$ cat config.mk
export PLATFORM = sky130hd
export DESIGN_NAME = vga_plot_arbiter
export DESIGN_NICKNAME = d
export VERILOG_FILES = /design/src/rtl/vga_plot_arbiter.sv
export SDC_FILE = /design/constraint.sdc
export NUM_CORES = 1
export LEC_CHECK = 0
export CORE_ASPECT_RATIO = 1.4
export CORE_MARGIN = 2
export CORE_UTILIZATION = 44
export CTS_CLUSTER_DIAMETER = 200
export DETAILED_ROUTE_END_ITERATION = 7
export PLACE_DENSITY = 0.86
export SYNTH_ARGS = -nofsm -noshare
export SYNTH_HDL_FRONTEND = slang
export SYNTH_SLANG_ARGS = --single-unit
$ cat constraint.sdc
create_clock -name clock -period 2.4 [get_ports clock]
set_input_delay 0.72 -clock clock [delete_from_list [all_inputs] [get_ports clock]]
set_output_delay 0.72 -clock clock [all_outputs]
set_load 0.05 [all_outputs]
$ cat src/rtl/vga_plot_arbiter.sv
// vga_plot_arbiter
//   Shares one VGA adapter write port between three pixel producers:
//   requester 0 = screen clear, 1 = tile draw, 2 = score draw.
//
// Handshake: a requester raises req[i] and holds it while it wants the port.
//   grant[i] tells it that it owns the port. It finishes by pulsing done[i]
//   or by dropping req[i]. The port is also taken back if it is held for
//   TIMEOUT cycles. Done and req changes from non-owners have no effect.
//
// Ports
//   clock, resetn            rising-edge clock, asynchronous active-low reset
//   req[2:0], done[2:0]      per-requester request / completion strobe
//   x_in[26:0]               packed 9-bit x per requester
//   y_in[23:0]               packed 8-bit y per requester
//   colour_in[8:0]           packed 3-bit colour per requester
//   plot_in[2:0]             per-requester pixel write enable
//   grant[2:0]               one-hot owner, or zero
//   vga_x/vga_y/vga_colour   registered pixel data of the owner
//   vga_plot                 registered, clipped write enable
//   timeout_flag             sticky, set on any forced release
//   state_dbg[1:0]           FSM state (0 idle, 1 hold, 2 gap)
module vga_plot_arbiter #(
  parameter logic [15:0] TIMEOUT = 16'd32768
) (
  input  logic        clock,
  input  logic        resetn,
  input  logic [2:0]  req,
  input  logic [2:0]  done,
  input  logic [26:0] x_in,
  input  logic [23:0] y_in,
  input  logic [8:0]  colour_in,
  input  logic [2:0]  plot_in,
  output logic [2:0]  grant,
  output logic [8:0]  vga_x,
  output logic [7:0]  vga_y,
  output logic [2:0]  vga_colour,
  output logic        vga_plot,
  output logic        timeout_flag,
  output logic [1:0]  state_dbg
);

  typedef enum logic [1:0] {
    S_IDLE = 2'd0,
    S_HOLD = 2'd1,
    S_GAP  = 2'd2
  } state_t;

  state_t      state_q, state_d;
  logic [2:0]  grant_q, grant_d;
  logic        rr_q, rr_d;        // 0: tile favoured, 1: score favoured
  logic [15:0] cnt_q, cnt_d;
  logic        tflag_q, tflag_d;
  logic [8:0]  x_q, x_d;
  logic [7:0]  y_q, y_d;
  logic [2:0]  col_q, col_d;
  logic        plot_q, plot_d;

  logic [2:0]  win_oh;
  logic        owner_release;
  logic        force_rel;
  logic [8:0]  own_x;
  logic [7:0]  own_y;
  logic [2:0]  own_c;
  logic        own_p;

  // Winner: clear always first; tile/score share via the round-robin bit.
  always_comb begin
    win_oh = 3'b000;
    if (req[0])                 win_oh = 3'b001;
    else if (req[1] && req[2])  win_oh = rr_q ? 3'b100 : 3'b010;
    else if (req[1])            win_oh = 3'b010;
    else if (req[2])            win_oh = 3'b100;
  end

  // Owner field select, driven by the registered grant.
  always_comb begin
    own_x = x_in[8:0];
    own_y = y_in[7:0];
    own_c = colour_in[2:0];
    own_p = plot_in[0];
    if (grant_q[1]) begin
      own_x = x_in[17:9];
      own_y = y_in[15:8];
      own_c = colour_in[5:3];
      own_p = plot_in[1];
    end else if (grant_q[2]) begin
      own_x = x_in[26:18];
      own_y = y_in[23:16];
      own_c = colour_in[8:6];
      own_p = plot_in[2];
    end
  end

  // Only meaningful in HOLD. Done from the owner and a dropped owner request
  // release the port identically; done beats a simultaneous timeout.
  assign owner_release = (|(grant_q & done)) | ~(|(grant_q & req));
  assign force_rel     = (state_q == S_HOLD) && !owner_release &&
                         (cnt_q == TIMEOUT - 16'd1);

  // State register
  always_ff @(posedge clock or negedge resetn) begin
    if (!resetn) begin
      state_q <= S_IDLE;
      grant_q <= 3'b000;
      rr_q    <= 1'b0;
      cnt_q   <= 16'd0;
      tflag_q <= 1'b0;
      x_q     <= 9'd0;
      y_q     <= 8'd0;
      col_q   <= 3'd0;
      plot_q  <= 1'b0;
    end else begin
      state_q <= state_d;
      grant_q <= grant_d;
      rr_q    <= rr_d;
      cnt_q   <= cnt_d;
      tflag_q <= tflag_d;
      x_q     <= x_d;
      y_q     <= y_d;
      col_q   <= col_d;
      plot_q  <= plot_d;
    end
  end

  // Next-state logic. GAP is the single grant-free cycle after a release;
  // it arbitrates exactly like IDLE, so back-to-back owners see one zero
  // cycle of grant between them.
  always_comb begin
    state_d = state_q;
    grant_d = grant_q;
    rr_d    = rr_q;
    cnt_d   = cnt_q;
    tflag_d = tflag_q;
    case (state_q)
      S_HOLD: begin
        if (owner_release) begin
          state_d = S_GAP;
          grant_d = 3'b000;
        end else if (force_rel) begin
          state_d = S_GAP;
          grant_d = 3'b000;
          tflag_d = 1'b1;
        end else begin
          cnt_d = cnt_q + 16'd1;
        end
      end
      default: begin
        if (|req) begin
          state_d = S_HOLD;
          grant_d = win_oh;
          cnt_d   = 16'd0;
          if (win_oh[1])      rr_d = 1'b1;
          else if (win_oh[2]) rr_d = 1'b0;
        end else begin
          state_d = S_IDLE;
          grant_d = 3'b000;
        end
      end
    endcase
  end

  // Output logic: pixel path follows the owner, clipped to 320x240.
  always_comb begin
    x_d    = x_q;
    y_d    = y_q;
    col_d  = col_q;
    plot_d = 1'b0;
    if ((state_q == S_HOLD) && !force_rel) begin
      x_d    = own_x;
      y_d    = own_y;
      col_d  = own_c;
      plot_d = own_p && (own_x < 9'd320) && (own_y < 8'd240);
    end
  end

  assign grant        = grant_q;
  assign vga_x        = x_q;
  assign vga_y        = y_q;
  assign vga_colour   = col_q;
  assign vga_plot     = plot_q;
  assign timeout_flag = tflag_q;
  assign state_dbg    = state_q;

endmodule

==> flow_metrics.py <==
metrics = {
    "sta": {
        "setup_slack_ns": -0.05469,
        "max_slew_margin_pct": 63.57,
        "setup_violations": 2,
        "holdWs_ns": 0.4703,
        "setup_tns_ns": -0.06755,
        "slew_viol_final": 0,
        "hold_viol_final": 0,
        "tightest_slew_ns": 0.5464,
        "finalCriticalPeriod_ns": 2.455,
        "rsz0062_at_grt": "true",
        "finClkSkew_ns": 0.004537,
        "fin_crit_sh_pct": 102.3,
        "fmax_ghz": 0.4074,
    },
    "global_routing": {
        "grt_max_degree": 45,
        "use_met1_pct": 23.66,
        "grt_pass1_wl_um": 10510,
        "grt_use_total_pct": 21.94,
        "grt_remaining_overflow": 0,
        "grt_antenna_before_repair": 0,
        "grt_pass1_vias": 2374,
        "gr-usage-met3_pct": 6.258,
        "grt_most_used_layer": "met2",
        "use_met2_pct": 38.53,
    },
    "die": {
        "row_count": 32,
        "dieWidth_um": 67.02,
        "core_area_um2": 5445,
        "dieArea_um2": 6180,
        "ioPinCount": 98,
        "start_util_pct": 44.92,
        "die_h_um": 92.22,
    },
    "cells_and_area": {
        "drive_gt1_share_pct": 14.08,
        "antennaDiodeCount": 0,
        "fillers": 414,
        "layout_common_cells": "90 x clkdlybuf4s50_1, 44 x dfrtp_1, 34 x nand2_1",
        "utilization_pct": 70.93,
        "syn_to_final_growth_pct": 57.90,
        "layout.nets": 426,
        "final_common_cell": "clkdlybuf4s50_1",
    },
    "setup_path": {
        "start_kind": "primary input",
        "end_kind": "flop",
        "critPathKind": "primary input to flop",
        "cp_max_fo": 8,
        "worst_ep_arrival_time_ns": 2.62,
        "crit_required_ns": 2.57,
    },
    "status": {
        "status": "complete, but fails checks",
        "violations": "negative setup slack",
    },
    "synth": {
        "synthCells": 241,
        "syn_avg_cell_area_um2": 10.15,
        "synth_edf_count": 0,
        "netlist.area_leader.share_pct": 45.01,
        "ys_seq_area_share_pct": 45.01,
        "synth_cell_types": 39,
        "synthTopCellsByArea": "dfrtp_1 45%, mux2i_1 11%, mux2_1 9.2%, nand2_1 5.2%, o21ai_0 4.5%",
        "async_reset_ff_share_pct": 100.0,
        "yosys_warnings": 0,
        "ys_ff_latch": 44,
        "synthFlopType": "dfrtp_1",
        "synth_area_um2": 2446,
        "yosysTopAreaCell": "dfrtp_1",
        "syn-num-nets": 313,
    },
    "detailed_routing": {
        "drt_wl_total_um": 6784,
        "drtAntennaViolNets": 0,
        "routedWlPerCell_um": 16.04,
        "first_iter_violations": 243,
        "viasPerCell": 5.622,
        "dr_total_vias": 2378,
        "drc": 0,
        "drtPass1Iterations": 4,
    },
    "min_path": {
        "worst_hold_path_type": "flop to flop",
    },
    "power_and_ir_drop": {
        "power_density_nw_per_um2": 1055,
        "cellLeakagePower_nw": 1.507,
        "total_power_mw": 4.075,
        "peakVddDrop_mv": 0.5794,
    },
    "clocking": {
        "ctsHtreeMaxLevel": 2,
        "clockBufferDepth": 2,
        "clk_pin_slew_ns": 0.08,
        "cts_made_buffers": 5,
        "cts_tree": "done",
        "clock_latency_ns": 0.30,
        "cts_root_buffer": "clkbuf_8",
        "cts_sinks": 44,
        "hold_buffers": 0,
    },
    "placed_design": {
        "pre_cts_slack_ns": -0.3889,
        "globalplace.congestion": 0.8715,
        "dp_hpwl_um": 4997,
        "portBuffers": 97,
    },
    "run": {
        "maxCapViolCount": 0,
    },
}
[cell usage after synthesis, drive strengths merged (3+ instances only)]
cell type  count
o21ai         24
clkbuf         8
buf            8
nor2           3
and4           5
dfrtp         44
nand2         34
o31ai          6
nand3          8
o311ai         3
nor4           3
mux2          20
a21oi          8
or4            7
mux2i         26
nand2b         5
nand4          6
[cells by family (layout without fill, tap and decap cells)]
kind of cell             count (synthesis)  after routing  synth area share [%]
AO/OA/AOI/OAI                           54             54                 13.97
adder cells (fa/ha/maj)                  1              1                0.5114
buffers and inverters                   16            129                 3.069
flip-flops                              44             44                 45.01
multiplexers                            46             46                 19.85
AND/OR/NAND/NOR                         80             81                 17.60
[where the power goes]
part | internal (mW) | leakage, nW | switching (mW)
combinational | 1.02 | 0.902 | 1.46
sequential | 0.974 | 0.561 | 0.135
clock | 0.233 | 0.0434 | 0.256
[layout make-up]
class | instances | area (um^2) | share of cell area (%)
Clock buffer | 6 | 82.58 | 2.138
Multi-Input combinational cell | 182 | 1364 | 35.31
Clock inverter | 2 | 15.01 | 0.3887
Timing Repair Buffer | 121 | 1215 | 31.45
Sequential cell | 44 | 1101 | 28.51
Tap cell | 68 | 85.08 | 2.203
[sequential cells by signal (all words and copies together), names as in the netlist]
signal,flops
timeout_flag,1
grant,3
rr_q,1
vga_plot,1
cnt_q,16
vga_colour,3
vga_x,9
vga_y,8
state_dbg,2
[what timing repair did]
| item | 4_1_cts | 5_1_grt |
|---|---|---|
| endpoints found under the setup margin | 13 | 23 |
| resized for setup | 2 | 17 |
| endpoints found under the hold margin | 0 | 0 |
| pin swaps | 2 | 10 |
| setup buffers | 1 | 3 |
| cloned | 0 | 2 |
[metrics by stage]
stage	area, um^2	instances
global route	3862	423
detailed placement	3613	409
global placement	3613	409
CTS	3716	418
finish	3862	423
floorplan	2446	241
[per-layer routing]
layer | wire length, um | up-vias
met5 | 0 | -
met4 | 190 | 0
met3 | 443 | 21
met2 | 3722 | 119
met1 | 2427 | 1104
li1 | - | 1134
[critical path: stages]
cell and delay, ns:
clkdlybuf4s50_1 0.48, a222oi_1 0.10, buf_4 0.17, or4_4 0.54, a2111oi_0 0.46, a211oi_1 0.15
[worst paths after layout]
kind,from,slack [ns],to,cells past startpoint
worst min register to register,timeout_flag,0.47,timeout_flag,1
worst min-delay path,timeout_flag,0.47,timeout_flag,1
max in group asynchronous,resetn,1.53,grant[2],2
min in group asynchronous,resetn,0.48,rr_q,2
worst max register to register,cnt_q[1],0.30,vga_x[8],7
worst max-delay path,req[2],-0.05,cnt_q[8],6
No activity file was read; power rests on OpenSTA's default activity.
